### config.mk
export PLATFORM = sky130hd
export DESIGN_NAME = pa_hpcp_cnt_flat
export DESIGN_NICKNAME = d
export VERILOG_FILES = /design/src/rtl/pa_hpcp_cnt_if.sv /design/src/rtl/pa_hpcp_cnt.sv /design/src/flat_wrapper.sv
export SDC_FILE = /design/constraint.sdc
export NUM_CORES = 1
export LEC_CHECK = 0
export CORE_AREA = 2 2 106 108
export DETAILED_ROUTE_END_ITERATION = 6
export DIE_AREA = 0 0 108 110
export GPL_ROUTABILITY_DRIVEN = 1
export PLACE_DENSITY = 0.83
export REMOVE_ABC_BUFFERS = 1
export SYNTH_ARGS = -nofsm -noshare
export SYNTH_HDL_FRONTEND = slang
export SYNTH_SLANG_ARGS = --single-unit
### constraint.sdc
create_clock -name forever_cpuclk -period 2.54 [get_ports forever_cpuclk]
set_input_delay 0.508 -clock forever_cpuclk [delete_from_list [all_inputs] [get_ports forever_cpuclk]]
set_output_delay 0.508 -clock forever_cpuclk [all_outputs]
set_load 0.005 [all_outputs]
### src/rtl/pa_hpcp_cnt_if.sv
// Event, CSR-write and counter-readback signals of one hardware performance counter.
// The master side (CSR/PMU logic) drives events and writes; the slave side is the counter.
interface pa_hpcp_cnt_if;
    logic [4:0]  event_sel;
    logic [31:0] hpcp_event_vld;
    logic        hpcp_cnt_inhibit;
    logic        hpcp_cnt_lo_wen;
    logic        hpcp_cnt_hi_wen;
    logic [31:0] hpcp_wdata;
    logic [31:0] cnt_lo_value;
    logic [31:0] cnt_hi_value;
    logic        cnt_ovf;

    modport master (
        output event_sel, hpcp_event_vld, hpcp_cnt_inhibit,
        output hpcp_cnt_lo_wen, hpcp_cnt_hi_wen, hpcp_wdata,
        input  cnt_lo_value, cnt_hi_value, cnt_ovf
    );

    modport slave (
        input  event_sel, hpcp_event_vld, hpcp_cnt_inhibit,
        input  hpcp_cnt_lo_wen, hpcp_cnt_hi_wen, hpcp_wdata,
        output cnt_lo_value, cnt_hi_value, cnt_ovf
    );
endinterface

### src/rtl/pa_hpcp_cnt.sv
// 64-bit event counter: selected event pulse is registered, then counted one cycle later.
// CSR writes to either half take priority over (and discard) the in-flight increment.
module pa_hpcp_cnt (
    input  logic           forever_cpuclk,
    input  logic           cpurst,
    pa_hpcp_cnt_if.slave   bus
);

    logic        evt_hit_q, evt_hit_d;
    logic [63:0] cnt_q, cnt_d;
    logic        ovf_q, ovf_d;

    always_comb begin
        evt_hit_d = (bus.event_sel != 5'd0) && bus.hpcp_event_vld[bus.event_sel]
                    && !bus.hpcp_cnt_inhibit;
    end

    always_comb begin
        cnt_d = cnt_q;
        ovf_d = 1'b0;
        if (bus.hpcp_cnt_lo_wen || bus.hpcp_cnt_hi_wen) begin
            // Each strobe loads its own half; the pending hit is dropped, not carried.
            if (bus.hpcp_cnt_lo_wen) cnt_d[31:0]  = bus.hpcp_wdata;
            if (bus.hpcp_cnt_hi_wen) cnt_d[63:32] = bus.hpcp_wdata;
        end else if (evt_hit_q) begin
            cnt_d = cnt_q + 64'd1;
            ovf_d = &cnt_q;
        end
    end

    always_ff @(posedge forever_cpuclk) begin
        if (cpurst) begin
            evt_hit_q <= 1'b0;
            cnt_q     <= 64'd0;
            ovf_q     <= 1'b0;
        end else begin
            evt_hit_q <= evt_hit_d;
            cnt_q     <= cnt_d;
            ovf_q     <= ovf_d;
        end
    end

    assign bus.cnt_lo_value = cnt_q[31:0];
    assign bus.cnt_hi_value = cnt_q[63:32];
    assign bus.cnt_ovf      = ovf_q;

endmodule

### src/flat_wrapper.sv
// flat-port wrapper written by rule: the top's interface ports become plain ports
module pa_hpcp_cnt_flat 
  (forever_cpuclk, cpurst, bus_event_sel, bus_hpcp_event_vld, bus_hpcp_cnt_inhibit, bus_hpcp_cnt_lo_wen, bus_hpcp_cnt_hi_wen, bus_hpcp_wdata, bus_cnt_lo_value, bus_cnt_hi_value, bus_cnt_ovf);
  pa_hpcp_cnt_if bus_i ();
  input  logic forever_cpuclk;
  input  logic cpurst;
  input wire logic [$bits(bus_i.event_sel)-1:0] bus_event_sel;
  input wire logic [$bits(bus_i.hpcp_event_vld)-1:0] bus_hpcp_event_vld;
  input wire logic [$bits(bus_i.hpcp_cnt_inhibit)-1:0] bus_hpcp_cnt_inhibit;
  input wire logic [$bits(bus_i.hpcp_cnt_lo_wen)-1:0] bus_hpcp_cnt_lo_wen;
  input wire logic [$bits(bus_i.hpcp_cnt_hi_wen)-1:0] bus_hpcp_cnt_hi_wen;
  input wire logic [$bits(bus_i.hpcp_wdata)-1:0] bus_hpcp_wdata;
  output wire logic [$bits(bus_i.cnt_lo_value)-1:0] bus_cnt_lo_value;
  output wire logic [$bits(bus_i.cnt_hi_value)-1:0] bus_cnt_hi_value;
  output wire logic [$bits(bus_i.cnt_ovf)-1:0] bus_cnt_ovf;
  assign bus_i.event_sel = bus_event_sel;
  assign bus_i.hpcp_event_vld = bus_hpcp_event_vld;
  assign bus_i.hpcp_cnt_inhibit = bus_hpcp_cnt_inhibit;
  assign bus_i.hpcp_cnt_lo_wen = bus_hpcp_cnt_lo_wen;
  assign bus_i.hpcp_cnt_hi_wen = bus_hpcp_cnt_hi_wen;
  assign bus_i.hpcp_wdata = bus_hpcp_wdata;
  assign bus_cnt_lo_value = bus_i.cnt_lo_value;
  assign bus_cnt_hi_value = bus_i.cnt_hi_value;
  assign bus_cnt_ovf = bus_i.cnt_ovf;
  pa_hpcp_cnt u_core (.forever_cpuclk(forever_cpuclk), .cpurst(cpurst), .bus(bus_i));
endmodule
==> metrics.json <==
{
  "grt_max_degree": 41,
  "fin_crit_sh_pct": 97.34,
  "setup.worst_path.start_class": "flip-flop",
  "final.setup_skew_ns": 0.01083,
  "synth.lib_cells_used.distinct": 60,
  "h-tree-depth": 3,
  "detail_route.wirelength_um": 17440,
  "synthFlopType": "dfxtp_1",
  "tritoncts_clock_tree": "yes",
  "placementRows": 38,
  "layout-drive-gt1-share_pct": 13.91,
  "timing.critical_path.max_delay_family": "simple AND/OR/NAND/NOR gates",
  "io_buffer_count": 137,
  "drv.max_cap_violation_count": 0,
  "final_hold_viol_count": 0,
  "floorplan.initialDensity_pct": 42.11,
  "worst_path_largest_cell_delay_ns": 0.66,
  "netlist.area_leader.share_pct": 29.33,
  "crit_chain": "and4_2 > nand4_1 > or4_4 > buf_4 > nor3_1 > mux2i_1 > nor2_1",
  "max-clock-path-buffers": 2,
  "antenna_cells": 0,
  "grt_first_pass_wirelength_um": 26900,
  "fp.dieArea_um2": 11880,
  "slowest_stage": "or4_4",
  "p_leak_nw": 2.401,
  "setup.worst_path.class": "flip-flop to flip-flop",
  "hold_class": "flip-flop to flip-flop",
  "die_width_um": 108,
  "critical_path_required_ns": 2.76,
  "cts_sinks": 66,
  "filler_cell_count": 939,
  "max_slew_margin_pct": 57.49,
  "timing.fmax_mhz": 404.5,
  "initialDrtViolationCount": 475,
  "synth_area_leaders": "dfxtp_1, a21oi_1, nor2_1, nand2_1, mux4_2",
  "groute.usage.overall_pct": 29.32,
  "critical_path_buf_inv_count": 1,
  "numPlacedInstances": 879,
  "tritoncts.num_buffers": 9,
  "worst_slew_pin_tran_ns": 0.6319,
  "critical_path_cell_count": 7,
  "syn_inst": 583,
  "yosys_register_bits": 66,
  "fin_tns_setup_ns": 0,
  "synthDominantAreaCellType": "dfxtp_1",
  "finalCriticalPeriod_ns": 2.472,
  "grt_pass1_vias": 5221,
  "sequential_to_total_area_share_from_yosys_stat_pct": 29.33,
  "via_per_inst": 6.034,
  "count_of_flip_flops_with_a_built_in_enable_after_synthesis": 0,
  "nets": 825,
  "async_reset_ff_share_pct": 0,
  "vias": 5400,
  "stdcell_count": 895,
  "run_status": "complete, no violations",
  "drt_pass1_iterations": 5,
  "gpl.final_weighted_congestion": 0.9607,
  "worstSetupEndpointType": "flip-flop",
  "crit_path_max_fanout": 5,
  "syn_area_um2": 4504,
  "detailedPlacementHpwl_um": 13290,
  "routedWlPerCell_um": 19.48,
  "power_density_nw_per_um2": 446.6,
  "ioPinCount": 139,
  "yosysWarnings": 0,
  "synthToLayoutAreaGrowth_pct": 45.22,
  "worstSkewPairLatency_ns": 0.35,
  "antenna_found_initial": 0,
  "clock-root-buffer": "clkbuf_8",
  "worst_r2r_path_depth": 7,
  "timing_max_transition_violations_final": 0,
  "multi_input_area_um2": 2928,
  "floorplan.die.height_um": 110,
  "hold_depth": 2,
  "syn-mean-instance-area_um2": 7.726,
  "final_antenna_net_count": 0,
  "detail_route.drc_violations": 0,
  "timing.final.setup_violations": 0,
  "grt_overflow_total": 0,
  "cts.clk_slew.worst_paths_ns": 0.08,
  "timing.critical_path.arrival_ns": 2.69,
  "core_um2": 10700,
  "peak_vdd_ir_mv": 0.2990,
  "regArea_um2": 1321
}
## metrics by stage
stage	hold WS (ns)	worst slack [ns]	utilization [%]	total power (W)	instance area, um2
after floorplan	0.4815	0.03441	-	0.001422	4297
after global placement	0.5125	0.06346	58.85	0.001833	6296
after detailed placement	0.5165	0.05664	58.85	0.001850	6296
after CTS	0.5345	0.03964	61.03	0.002910	6529
after global routing	0.5566	-0.005662	61.15	0.003012	6541
final	0.5336	0.06755	61.15	0.002921	6541
## worst paths after layout
check / startpoint / end / slack [ns]
hold reg to reg: u_core.cnt_q[62] / u_core.bus.cnt_ovf / 0.53
setup / recovery: u_core.cnt_q[5] / u_core.cnt_q[41] / 0.07
hold / removal: u_core.cnt_q[62] / u_core.bus.cnt_ovf / 0.53
setup reg to reg: u_core.cnt_q[5] / u_core.cnt_q[41] / 0.07
## cells in the mapped netlist, types with 2 or more instances
cell      instances
a211oi_1          9
a21oi_1          47
a22oi_1           5
a311oi_1          3
a31oi_1           4
a41o_1            3
and2_1            4
and3_1            8
and3_2            3
and4_1            7
and4_2            3
buf_1             2
clkbuf_1         31
clkbuf_8          4
dfxtp_1          66
inv_1            16
mux2_2            2
mux2i_1          18
mux4_2            9
nand2_1          55
nand2b_1          6
nand3_1          20
nand4_1          25
nand4_2           2
nand4b_1          2
nor2_1           59
nor2b_1          13
nor3_1           22
nor4_1           27
nor4b_1           2
o21a_1           12
o21ai_0          22
o22ai_1           8
o31a_1            3
or2_2             2
or3_1             6
or4_1             4
xnor2_1           9
xor2_1           19
## routing by layer
metal	global-route usage, %	routed length [um]	vias up
li1	-	-	2492
met1	37.43	7108	2553
met2	50.27	8237	318
met3	4.703	1651	37
met4	10.53	442	0
met5	0	0	-
## placed cells by master (no fill, tap or decap), types with 4 or more instances in the layout
master | synthesis | layout
nand2b_1 | 6 | 6
nor2b_1 | 13 | 13
nor3_1 | 22 | 21
nor4_1 | 27 | 27
nand2_1 | 55 | 55
xor2_1 | 19 | 19
a22oi_1 | 5 | 5
and2_1 | 4 | 4
o22ai_1 | 8 | 8
xnor2_1 | 9 | 9
nor2_1 | 59 | 59
inv_1 | 16 | 16
a31oi_1 | 4 | 4
nand3_1 | 20 | 20
a21oi_1 | 47 | 47
a211oi_1 | 9 | 9
clkdlybuf4s50_1 | 0 | 135
buf_4 | 1 | 59
o21ai_0 | 22 | 22
nand4_1 | 25 | 25
and3_1 | 8 | 8
clkbuf_8 | 4 | 9
mux2i_1 | 18 | 18
mux4_2 | 9 | 9
or3_1 | 6 | 6
dfxtp_1 | 66 | 66
and4_1 | 7 | 7
o21a_1 | 12 | 12
## state kept, by name, indices dropped and copies added (netlist names)
register            flops
u_core.bus.cnt_ovf      1
u_core.evt_hit_q        1
u_core.cnt_q           64
## area by class of cell
class                           instances  share of cell area, %
Tap cell                              140                  2.678
Timing Repair Buffer                  197                  27.89
Multi-Input combinational cell        460                  44.76
Sequential cell                        66                  20.20
Clock buffer                           10                  1.951
Inverter                               16                 0.9181
Clock inverter                          6                  1.607
## kinds of logic (layout without fill, tap and decap cells)
family | Yosys count | in the layout | share of synthesized area [%]
flip-flops | 66 | 66 | 29.33
XOR/XNOR | 28 | 28 | 5.445
AO/OA/AOI/OAI | 126 | 126 | 17.39
AND/OR/NAND/NOR | 276 | 276 | 32.61
multiplexers | 29 | 29 | 9.000
buffers and inverters | 57 | 229 | 5.944
adder cells (fa/ha/maj) | 1 | 1 | 0.2777
## timing repair
action                                  in CTS  in global routing
hold buffers                                 0                  0
buffers inserted                             0                  0
endpoints found under the setup margin       0                  4
resized for setup                            0                  3
## power breakdown
group          internal (W)  leakage [nW]  switching [W]
clock network      0.000648         0.120       0.000433
logic              0.000373          1.73       0.000271
registers           0.00110         0.546      0.0000927
total               0.00212          2.40       0.000798
## tightest hold or removal path: stages (launching register included)
cell and delay [ns]:
dfxtp_1 0.35, nand3_1 0.10, nor4_1 0.05
No activity file was read; power rests on OpenSTA's default activity.
